## src/rtl/inv_delay_monitor.sv

```systemverilog
// Measures stim-to-resp propagation delay of an inverter in clk cycles,
// with polarity, timeout and retrigger detection plus min/max statistics.
module inv_delay_monitor #(
  parameter int unsigned SYNC_STAGES = 2,
  parameter int unsigned CNT_W       = 16,
  parameter int unsigned TIMEOUT     = 1000
) (
  input  logic             clk,
  input  logic             rst_n,
  input  logic             enable,
  input  logic             clr_stats,
  input  logic             stim,
  input  logic             resp,
  output logic [CNT_W-1:0] delay_cnt,
  output logic             delay_valid,
  output logic             timeout,
  output logic             retrig,
  output logic             polarity_err,
  output logic [CNT_W-1:0] min_delay,
  output logic [CNT_W-1:0] max_delay,
  output logic             busy
);

  localparam logic [0:0] IDLE    = 1'b0;
  localparam logic [0:0] MEASURE = 1'b1;

  localparam int unsigned        ARM_W    = $clog2(SYNC_STAGES + 2);
  localparam logic [ARM_W-1:0]   ARM_DONE = ARM_W'(SYNC_STAGES + 1);
  localparam logic [CNT_W-1:0]   CNT_LAST = CNT_W'(TIMEOUT - 1);

  logic [SYNC_STAGES-1:0] stim_sync;
  logic [SYNC_STAGES-1:0] resp_sync;
  logic                   stim_prev;
  logic                   resp_prev;
  logic [ARM_W-1:0]       arm_cnt;
  logic                   armed;
  logic                   stim_s;
  logic                   resp_s;
  logic                   stim_edge;
  logic                   resp_edge;

  logic [0:0]             state;
  logic [CNT_W-1:0]       cnt;
  logic                   exp_lvl;

  logic [0:0]             state_d;
  logic [CNT_W-1:0]       cnt_d;
  logic                   exp_d;
  logic [CNT_W-1:0]       dly_d;
  logic                   dv_d;
  logic                   to_d;
  logic                   rt_d;
  logic                   perr_set;

  assign stim_s    = stim_sync[SYNC_STAGES-1];
  assign resp_s    = resp_sync[SYNC_STAGES-1];
  assign armed     = (arm_cnt == ARM_DONE);
  // prev registers always follow the synced value, so the level present at
  // reset release is absorbed during the arm window instead of firing an edge
  assign stim_edge = armed && (stim_s != stim_prev);
  assign resp_edge = armed && (resp_s != resp_prev);
  assign busy      = (state == MEASURE);

  always_ff @(posedge clk or negedge rst_n) begin
    if (!rst_n) begin
      stim_sync <= '0;
      resp_sync <= '0;
      stim_prev <= 1'b0;
      resp_prev <= 1'b0;
      arm_cnt   <= '0;
    end else begin
      stim_sync <= {stim_sync[SYNC_STAGES-2:0], stim};
      resp_sync <= {resp_sync[SYNC_STAGES-2:0], resp};
      stim_prev <= stim_s;
      resp_prev <= resp_s;
      if (!armed) arm_cnt <= arm_cnt + ARM_W'(1);
    end
  end

  always_comb begin
    state_d  = state;
    cnt_d    = cnt;
    exp_d    = exp_lvl;
    dly_d    = delay_cnt;
    dv_d     = 1'b0;
    to_d     = 1'b0;
    rt_d     = 1'b0;
    perr_set = 1'b0;
    case (state)
      IDLE: begin
        if (enable && stim_edge) begin
          if (resp_edge) begin
            dv_d     = 1'b1;
            dly_d    = '0;
            perr_set = (resp_s != ~stim_s);
          end else begin
            state_d = MEASURE;
            cnt_d   = '0;
            exp_d   = ~stim_s;
          end
        end
      end
      default: begin
        if (!enable) begin
          state_d = IDLE;
        end else begin
          cnt_d = cnt + CNT_W'(1);
          if (resp_edge) begin
            dv_d     = 1'b1;
            dly_d    = cnt + CNT_W'(1);
            perr_set = (resp_s != exp_lvl);
            // a coincident stim edge closes this measurement and opens the next
            if (stim_edge) begin
              cnt_d = '0;
              exp_d = ~stim_s;
            end else begin
              state_d = IDLE;
            end
          end else if (stim_edge) begin
            rt_d  = 1'b1;
            cnt_d = '0;
            exp_d = ~stim_s;
          end else if (cnt == CNT_LAST) begin
            to_d    = 1'b1;
            state_d = IDLE;
          end
        end
      end
    endcase
  end

  always_ff @(posedge clk or negedge rst_n) begin
    if (!rst_n) begin
      state       <= IDLE;
      cnt         <= '0;
      exp_lvl     <= 1'b0;
      delay_cnt   <= '0;
      delay_valid <= 1'b0;
      timeout     <= 1'b0;
      retrig      <= 1'b0;
    end else begin
      state       <= state_d;
      cnt         <= cnt_d;
      exp_lvl     <= exp_d;
      delay_cnt   <= dly_d;
      delay_valid <= dv_d;
      timeout     <= to_d;
      retrig      <= rt_d;
    end
  end

  always_ff @(posedge clk or negedge rst_n) begin
    if (!rst_n) begin
      polarity_err <= 1'b0;
      min_delay    <= '1;
      max_delay    <= '0;
    end else if (clr_stats) begin
      polarity_err <= 1'b0;
      min_delay    <= '1;
      max_delay    <= '0;
    end else begin
      if (perr_set) polarity_err <= 1'b1;
      if (dv_d) begin
        if (dly_d < min_delay) min_delay <= dly_d;
        if (dly_d > max_delay) max_delay <= dly_d;
      end
    end
  end

endmodule

```

## config.mk

```make
export PLATFORM = sky130hd
export DESIGN_NAME = inv_delay_monitor
export DESIGN_NICKNAME = d
export VERILOG_FILES = /design/src/rtl/inv_delay_monitor.sv
export SDC_FILE = /design/constraint.sdc
export NUM_CORES = 1
export LEC_CHECK = 0
export CORE_MARGIN = 5
export CORE_UTILIZATION = 42
export CTS_CLUSTER_SIZE = 24
export DETAILED_ROUTE_END_ITERATION = 10
export HOLD_SLACK_MARGIN = 0.15
export PLACE_DENSITY = 0.72
export REMOVE_ABC_BUFFERS = 1
export SYNTH_ARGS = -nofsm -noshare
export SYNTH_HDL_FRONTEND = slang
export SYNTH_SLANG_ARGS = --single-unit
```

## constraint.sdc

```tcl
create_clock -name clk -period 9.6 [get_ports clk]
set_input_delay 1.92 -clock clk [delete_from_list [all_inputs] [get_ports clk]]
set_output_delay 1.92 -clock clk [all_outputs]
set_load 0.05 [all_outputs]
```

After elaboration in Yosys (flattened, before gate mapping)

Index checks and enable logic that the tools add are counted.

Flip-flop bits (word level): 78
Output and inout port bits: 53

$add $sub $neg: 2
$lt $le $gt $ge: 2
Equal/unequal tests: 9
Mux-type cells: 48
Bitwise gates (word level): 1
Reduce and logical (&&, ||, !) cells: 12

Operators by type and width:

| kind                                                   | number |
|---|---|
| two-way mux 16 bit                                     | 16 |
| two-way mux 1 bit                                      | 32 |
| adder 16 x 1 -> 16 bit (second input constant)         | 1 |
| == test 16 x 10 -> 1 bit (second input constant)       | 1 |
| greater-than comparator 16 bit                         | 1 |
| less-than comparator 16 bit                            | 1 |
| nonzero test 2 bit                                     | 5 |
| inequality test 1 bit                                  | 4 |
| inequality test 2 bit (second input constant)          | 2 |
| AND reduction 2 bit                                    | 2 |
| AND reduction 4 bit                                    | 1 |
| logical AND 1 bit                                      | 3 |
| AND reduction 3 bit                                    | 1 |
| adder 2 x 1 -> 2 bit (second input constant)           | 1 |
| == test 2 bit (second input constant)                  | 1 |
| inequality test 2 x 1 -> 1 bit (second input constant) | 1 |
| inverter 1 bit                                         | 1 |

Depth between registers and ports, before layout

Gate-level depths: netlist (run 1).

Word-level depth: 9
Mapped depth: 15
Mapped depth without buffers: 13

Worst setup path after synthesis (run 1)

Ideal clock, no wire load.

Path kind: input to register
From: input enable
To: register min_delay[10]
Arrival time: 4.878 ns
Data required time: 9.525 ns
Setup slack: 4.647 ns
Stages: 14
Path buffers: 4
Cells stage by stage: clkbuf_1 -> nand3_1 -> or2b_1 -> clkbuf_1 -> o21ai_0 -> ha_1 -> a211o_1 -> o211ai_1 -> a211o_2 -> a41oi_1 -> or4_1 -> buf_6 -> buf_12 -> mux2i_1

Longest elaborated chain between the ends: 6

Ends and longest elaborated chain:

| item                                   | RTL line | RTL |
|---|---|---|
| start, declared                        | 10       | `input logic enable,` |
| logical AND 1 bit                      | 91       | `if (enable && stim_edge) begin` |
| two-way mux 16 bit                     | 91       |  |
| two-way mux 16 bit *                   | 89       | `case (state)` |
| via dly_d[5]                           | 49       | `logic [CNT_W-1:0] dly_d;` |
| less-than comparator 16 bit *          | 164      | `if (dly_d < min_delay) min_delay <= dly_d;` |
| nonzero test 2 bit (no source line) *  | --       |  |
| AND reduction 2 bit (no source line) * | --       |  |
| end signal, assigned                   | 164      |  |
| end, declared                          | 19       | `output logic [CNT_W-1:0] min_delay,` |

The timed path passes the listed nets; every way through them passes the cells marked *. The select of a mux whose other input is x is not followed.
A chain may end at the register's enable or synchronous reset.

Worst setup path in the final report (run 1)

From: input enable
To: register max_delay[10]

Longest elaborated chain between the ends: 6

Ends and longest elaborated chain:

| item                                   | RTL line | RTL |
|---|---|---|
| logical AND 1 bit                      | 91       |  |
| two-way mux 16 bit                     | 91       |  |
| two-way mux 16 bit *                   | 89       |  |
| via dly_d[13]                          | 49       |  |
| greater-than comparator 16 bit *       | 165      | `if (dly_d > max_delay) max_delay <= dly_d;` |
| nonzero test 2 bit (no source line) *  | --       |  |
| AND reduction 2 bit (no source line) * | --       |  |
| end signal, assigned                   | 165      |  |
| end, declared                          | 20       | `output logic [CNT_W-1:0] max_delay,` |

Marked as above.

==> flow_summary.yaml, run 1 <==
job:
  cap_viol_max_count: 0
route:
  routed_via_count_divided_by_cell_count: 5.42
  first_pass_iters: 4
  finalWirelength_um: 10600
  antenna_left: 0
  drt_iter0_markers: 227
  vias: 3536
  drc: 0
  wire_per_inst_um: 16.3
clock_network:
  cts_hold_buffers: 0
  worstSkewPairLatency_ps: 350
  tritoncts: "built"
  cts.path.max_buffers: 2
  clock_tree.htree_level_count: 3
  cts_resized: 0
  path_clk_slew_ps: 80
  cts_sinks: 78
  cts-buffers-inserted: 9
  cts_setup_buffers: 0
  clk_root_buffer_cell: "clkbuf_8"
global_route:
  grt_first_pass_wirelength_um: 17900
  grt_use_total_pct: 17.4
  grt.met1_usage_pct: 23.3
  largest_net_degree_at_the_start_of_global_routing: 79
  grt_util_met2_pct: 28.4
  number_of_global_route_vias_before_repair: 3603
  most_heavily_used_metal_layer_in_global_routing: "met2"
  gr-usage-met3_pct: 3.72
  grt_overflow: 0
  grt_antenna_before_repair: 0
placement:
  dp_hpwl_um: 7570
  gp_congestion: 0.833
  post-place-ws_ps: 3310
  port_buffers: 58
timing:
  post-route-period-util_pct: 61.6
  setup_violations: 0
  max_slew_violations: 0
  finalHoldViolCount: 0
  period_minus_slack_ps: 5910
  final.setup.tns_ps: 0
  worstMarginPinSlew_ps: 1100
  max-slew-margin-rel_pct: 26.0
  rsz0062_at_grt: "false"
  max_clock_freq_mhz: 169
  timing.final.ws_setup_ps: 3690
  fin_skew_ps: 6.30
synth:
  portion_of_the_post_synthesis_area_used_by_sequential_elements_pct: 44.9
  async_reset_ff_share_pct: 100
  synth_compound_area_share_pct: 13.0
  yosys.area_share.xor_xnor_pct: 3.93
  synth_top_family_by_area: "simple AND/OR/NAND/NOR gates"
  ys.warnings.count: 0
  number_of_distinct_library_cells_after_synthesis: 55
  synth_largest_type_area_fraction_pct: 35.3
  synth_ff_type: "dfrtp_1"
  synthCells: 463
  post_synth_instance_area_sq_um: 4400
  synth_area_leaders: "dfrtp_1 (35%), dfstp_2 (9.6%), ha_1 (9.4%)"
  synth_seq_cells: 78
  synth-edff-count: 0
  multiplexer_share_of_the_synthesized_area_pct: 6.18
  yosys.area_share.adder_pct: 9.39
  post_synth_most_frequent_cells: "dfrtp_1 (62), nor2_1 (62), nand2_1 (41)"
  synth.avg_cell_area_sq_um: 9.49
  synth.largest_area_cell: "dfrtp_1"
  synth_simple_gate_area_share_pct: 16.7
critical_path:
  worst-setup-path-type: "in2reg"
  critical_path_arrival_ps: 6110
  crit_path_max_fanout: 22
  critPathRequiredTime_ps: 9800
  crit_path_start_kind: "input pin"
  cp-end-kind: "flip-flop"
power:
  max-vdd-ir-drop_mv: 0.103
  static-leakage-power_nw: 2.45
  powerDensity_nw_per_um2: 146
  finalPower_w: 0.000767
finish:
  drive_above_1_share_pct: 8.33
  layout.filler_cells: 971
  antenna-diode-count: 0
  multi_input_comb_area_sq_um: 2160
  regArea_sq_um: 1970
  synthToLayoutAreaGrowth_pct: 19.4
  post-route-util_pct: 51.0
  design.final.nets: 550
die:
  floorplan.die.width_um: 112
  fp-row-count: 37
  fp.dieArea_sq_um: 12600
  num_io_pins: 59
  start_util_pct: 42.8
  floorplan.die.height_um: 112
  core-area_sq_um: 10300
status:
  outcome: "complete, no violations"
worst_hold_path:
  hold_class: "reg2reg"
==> layout make-up <==
type	count	share of cell area (%)
clock buffer	9	2.36
clock inverter	7	1.86
inverter	37	2.65
multi-input combinational	326	41.2
sequential	78	37.6
tap	136	3.24
timing repair buffer	59	11.1
==> final timing paths <==
| path | start | to | slack [ps] | cells after the start |
|---|---|---|---|---|
| setup / recovery | enable | max_delay[10] | 3690 | 12 |
| hold reg to reg | stim_sync[0] | stim_sync[1] | 360 | 0 |
| setup reg to reg | cnt[2] | max_delay[10] | 5090 | 11 |
| max in group asynchronous | rst_n | max_delay[0] | 7250 | 1 |
| min in group asynchronous | rst_n | cnt[11] | 1730 | 1 |
| hold / removal | stim_sync[0] | stim_sync[1] | 360 | 0 |
==> state kept, by name (all words and copies together), names as in the netlist, 2 cells and up <==
name	flops
cnt	16
delay_cnt	16
max_delay	16
min_delay	16
arm_cnt	2
resp_sync	2
stim_sync	2
==> kinds of logic after synthesis <==
group / after synthesis
fa+ha+maj: 33
simple gates: 159
xor+xnor: 18
mux: 27
flops: 78
buf+inv: 59
compound gates: 89
==> report_power, final <==
| part | total, W | switching (W) | internal, W |
|---|---|---|---|
| logic | 0.000133 | 0.0000892 | 0.0000441 |
| clock network | 0.000274 | 0.000127 | 0.000147 |
| registers | 0.000360 | 0.0000137 | 0.000346 |
==> metal layers <==
metal / share of wire, % / vias to the layer above
li1: - / 1702
met1: 45 / 1717
met2: 47 / 103
met3: 6.2 / 14
met4: 1.7 / 0
met5: 0 / -
==> metrics by stage <==
step	hold WS, ps	area [sq um]	cells
after floorplan	331	4270	441
after global placement	333	5020	636
after detailed placement	344	5020	636
after CTS	364	5250	652
after global routing	383	5250	652
final	357	5250	652
==> critical path, stage by stage <==
cell and delay [ps]:
clkdlybuf4s50_1 650, nand3_1 170, or2b_1 430, or4_1 580, nand3_1 180, ha_1 170
nand3_1 120, nor4_1 390, a21boi_0 260, o31a_1 880, mux2i_1 280, nor2_1 70
==> cells in the final DEF, fill, tap and decap left out, drive strengths merged, types with 4 or more instances in the layout <==
cell type / count
nor3: 8
a211oi: 4
mux2i: 26
or4: 4
o31ai: 9
a21oi: 12
xor2: 8
clkdlybuf4s50: 56
o211ai: 4
nor4: 4
o21ai: 37
nand4: 9
ha: 33
dfrtp: 62
xnor2: 10
nor2: 62
inv: 38
dfstp: 16
clkbuf: 9
nand2: 41
nand3: 14
Note: power is estimated with default switching activity, not from simulation.
==> inputs of run 2 (changes only) <==
Clock period 9.6 ns to 5.9 ns, I/O delays scaled along.
==> flow_summary.yaml, run 2 (synthesis gave the netlist of run 1 again) <==
status:
  outcome: "complete, no violations"
global_route:
  grt_antenna_before_repair: 0
  grt_overflow: 0
  grt_first_pass_wirelength_um: 17900
  grt_use_total_pct: 17.3
  largest_net_degree_at_the_start_of_global_routing: 79
  number_of_global_route_vias_before_repair: 3531
route:
  drt_iter0_markers: 211
  met3RoutedLength_um: 482
  m1WireLength_um: 5180
  antenna_left: 0
  vias: 3553
  dr.max_layer_used: "met4"
  wire_per_inst_um: 16.4
  finalWirelength_um: 10700
  drc: 0
  detailroute.wirelength.met2_um: 4890
  first_pass_iters: 5
  routed_via_count_divided_by_cell_count: 5.43
finish:
  layout.cells.most_common_list: "nor2_1 (62), dfrtp_1 (62), clkdlybuf4s50_1 (56)"
  layout.filler_cells: 938
  instances_no_fill: 654
  post-route-util_pct: 51.0
  synthToLayoutAreaGrowth_pct: 19.2
  design.final.nets: 552
  antenna-diode-count: 0
  drive_above_1_share_pct: 8.49
  finish.instance_area_sq_um: 5240
power:
  powerDensity_nw_per_um2: 232
  finalPower_w: 0.00122
  static-leakage-power_nw: 2.45
  max-vdd-ir-drop_mv: 0.151
worst_hold_path:
  hold_class: "reg2reg"
die:
  fp-row-count: 37
  floorplan.die.height_um: 112
  num_io_pins: 59
  floorplan.die.width_um: 112
  start_util_pct: 42.8
  fp.dieArea_sq_um: 12600
  core-area_sq_um: 10300
timing:
  period_minus_slack_ps: 4960
  max-slew-margin-rel_pct: 21.4
  rsz0062_at_grt: "false"
  worstMarginPinSlew_ps: 1170
  setup_violations: 0
  post-route-period-util_pct: 84.0
  final.setup.tns_ps: 0
  max_slew_violations: 0
  max_clock_freq_mhz: 202
  fin_skew_ps: 18.5
  finalHoldViolCount: 0
clock_network:
  worstSkewPairLatency_ps: 360
  clock_tree.htree_level_count: 3
  cts.path.max_buffers: 2
  cts_sinks: 78
  cts-buffers-inserted: 9
  path_clk_slew_ps: 80
  tritoncts: "built"
  cts_hold_buffers: 0
  cts_resized: 0
  clk_root_buffer_cell: "clkbuf_8"
  cts_setup_buffers: 0
placement:
  dpl_cell_area_sq_um: 5040
  dp_hpwl_um: 7780
  cell_total_after_placement: 638
  port_buffers: 58
  gp_congestion: 0.847
critical_path:
  critPathRequiredTime_ps: 6170
  critical_path_arrival_ps: 5230
  timing.critical_path.to: "min_delay[7]"
  worst_r2r_endpoint: "min_delay[7]"
  worst-setup-path-type: "in2reg"
  crit_path_start_kind: "input pin"
  cp-end-kind: "flip-flop"
  crit_path_max_fanout: 16
  startpoint: "enable"
  regToRegSetupSlack_ps: 1590
  ff2ff_path_depth: 11
  rr_startpoint: "cnt[0]"
job:
  cap_viol_max_count: 0
[run 2: changes by cell type in the layout (fill, tap and decap cells not counted)]
| cell | change |
|---|---|
| buf_4 | +2 |
| bufinv_16 | -1 |
| inv_6 | -1 |
| clkbuf_1 | +1 |
| clkbuf_8 | +1 |
[run 2: per-layer routing]
layer | vias up | track usage [%]
met3 | 15 | 2.64
met1 | 1724 | 25.0
li1 | 1711 | -
met2 | 103 | 26.9
met4 | 0 | 5.53
met5 | - | 0
[run 2: cell type report]
class	instances	area [sq um]	share of cell area (%)
clock buffer	11	141	2.70
clock inverter	5	58.8	1.12
inverter	37	139	2.65
multi-input combinational	326	2160	41.3
sequential	78	1970	37.6
tap	136	170	3.25
timing repair buffer	61	596	11.4
[run 2: critical path, cell delays in order]
cell             delay (ps)
clkdlybuf4s50_1         670
nand3_1                 180
or2b_1                  440
o21ai_0                 640
ha_1                    270
a211o_1                 120
o211ai_1                100
a211o_2                 300
a41oi_1                 210
or4_1                   800
mux2i_1                 310
[run 2: power breakdown]
part	switching [W]	internal, W	leakage, nW
clock network	0.000204	0.000207	0.0955
logic	0.000146	0.0000730	1.35
registers	0.0000226	0.000564	1.00
[run 2: worst min-delay path by stage]
| stage | startpoint | cells after the start | end | slack [ps] |
|---|---|---|---|---|
| after floorplan | resp_sync[0] | 0 | resp_sync[1] | 330 |
| after global placement | resp_sync[0] | 0 | resp_sync[1] | 340 |
| after detailed placement | stim_sync[0] | 0 | stim_sync[1] | 340 |
| after CTS | stim_sync[0] | 0 | stim_sync[1] | 360 |
| after global routing | stim_sync[0] | 0 | stim_sync[1] | 380 |
| final | stim_sync[0] | 0 | stim_sync[1] | 370 |
[run 2: per-stage QoR]
step / hold slack, ps / setup slack (ps)
6_report: 370 / 945
5_1_grt: 383 / 732
4_1_cts: 364 / 969
3_5_place_dp: 344 / 592
3_3_place_gp: 335 / 745
2_1_floorplan: 331 / 1730
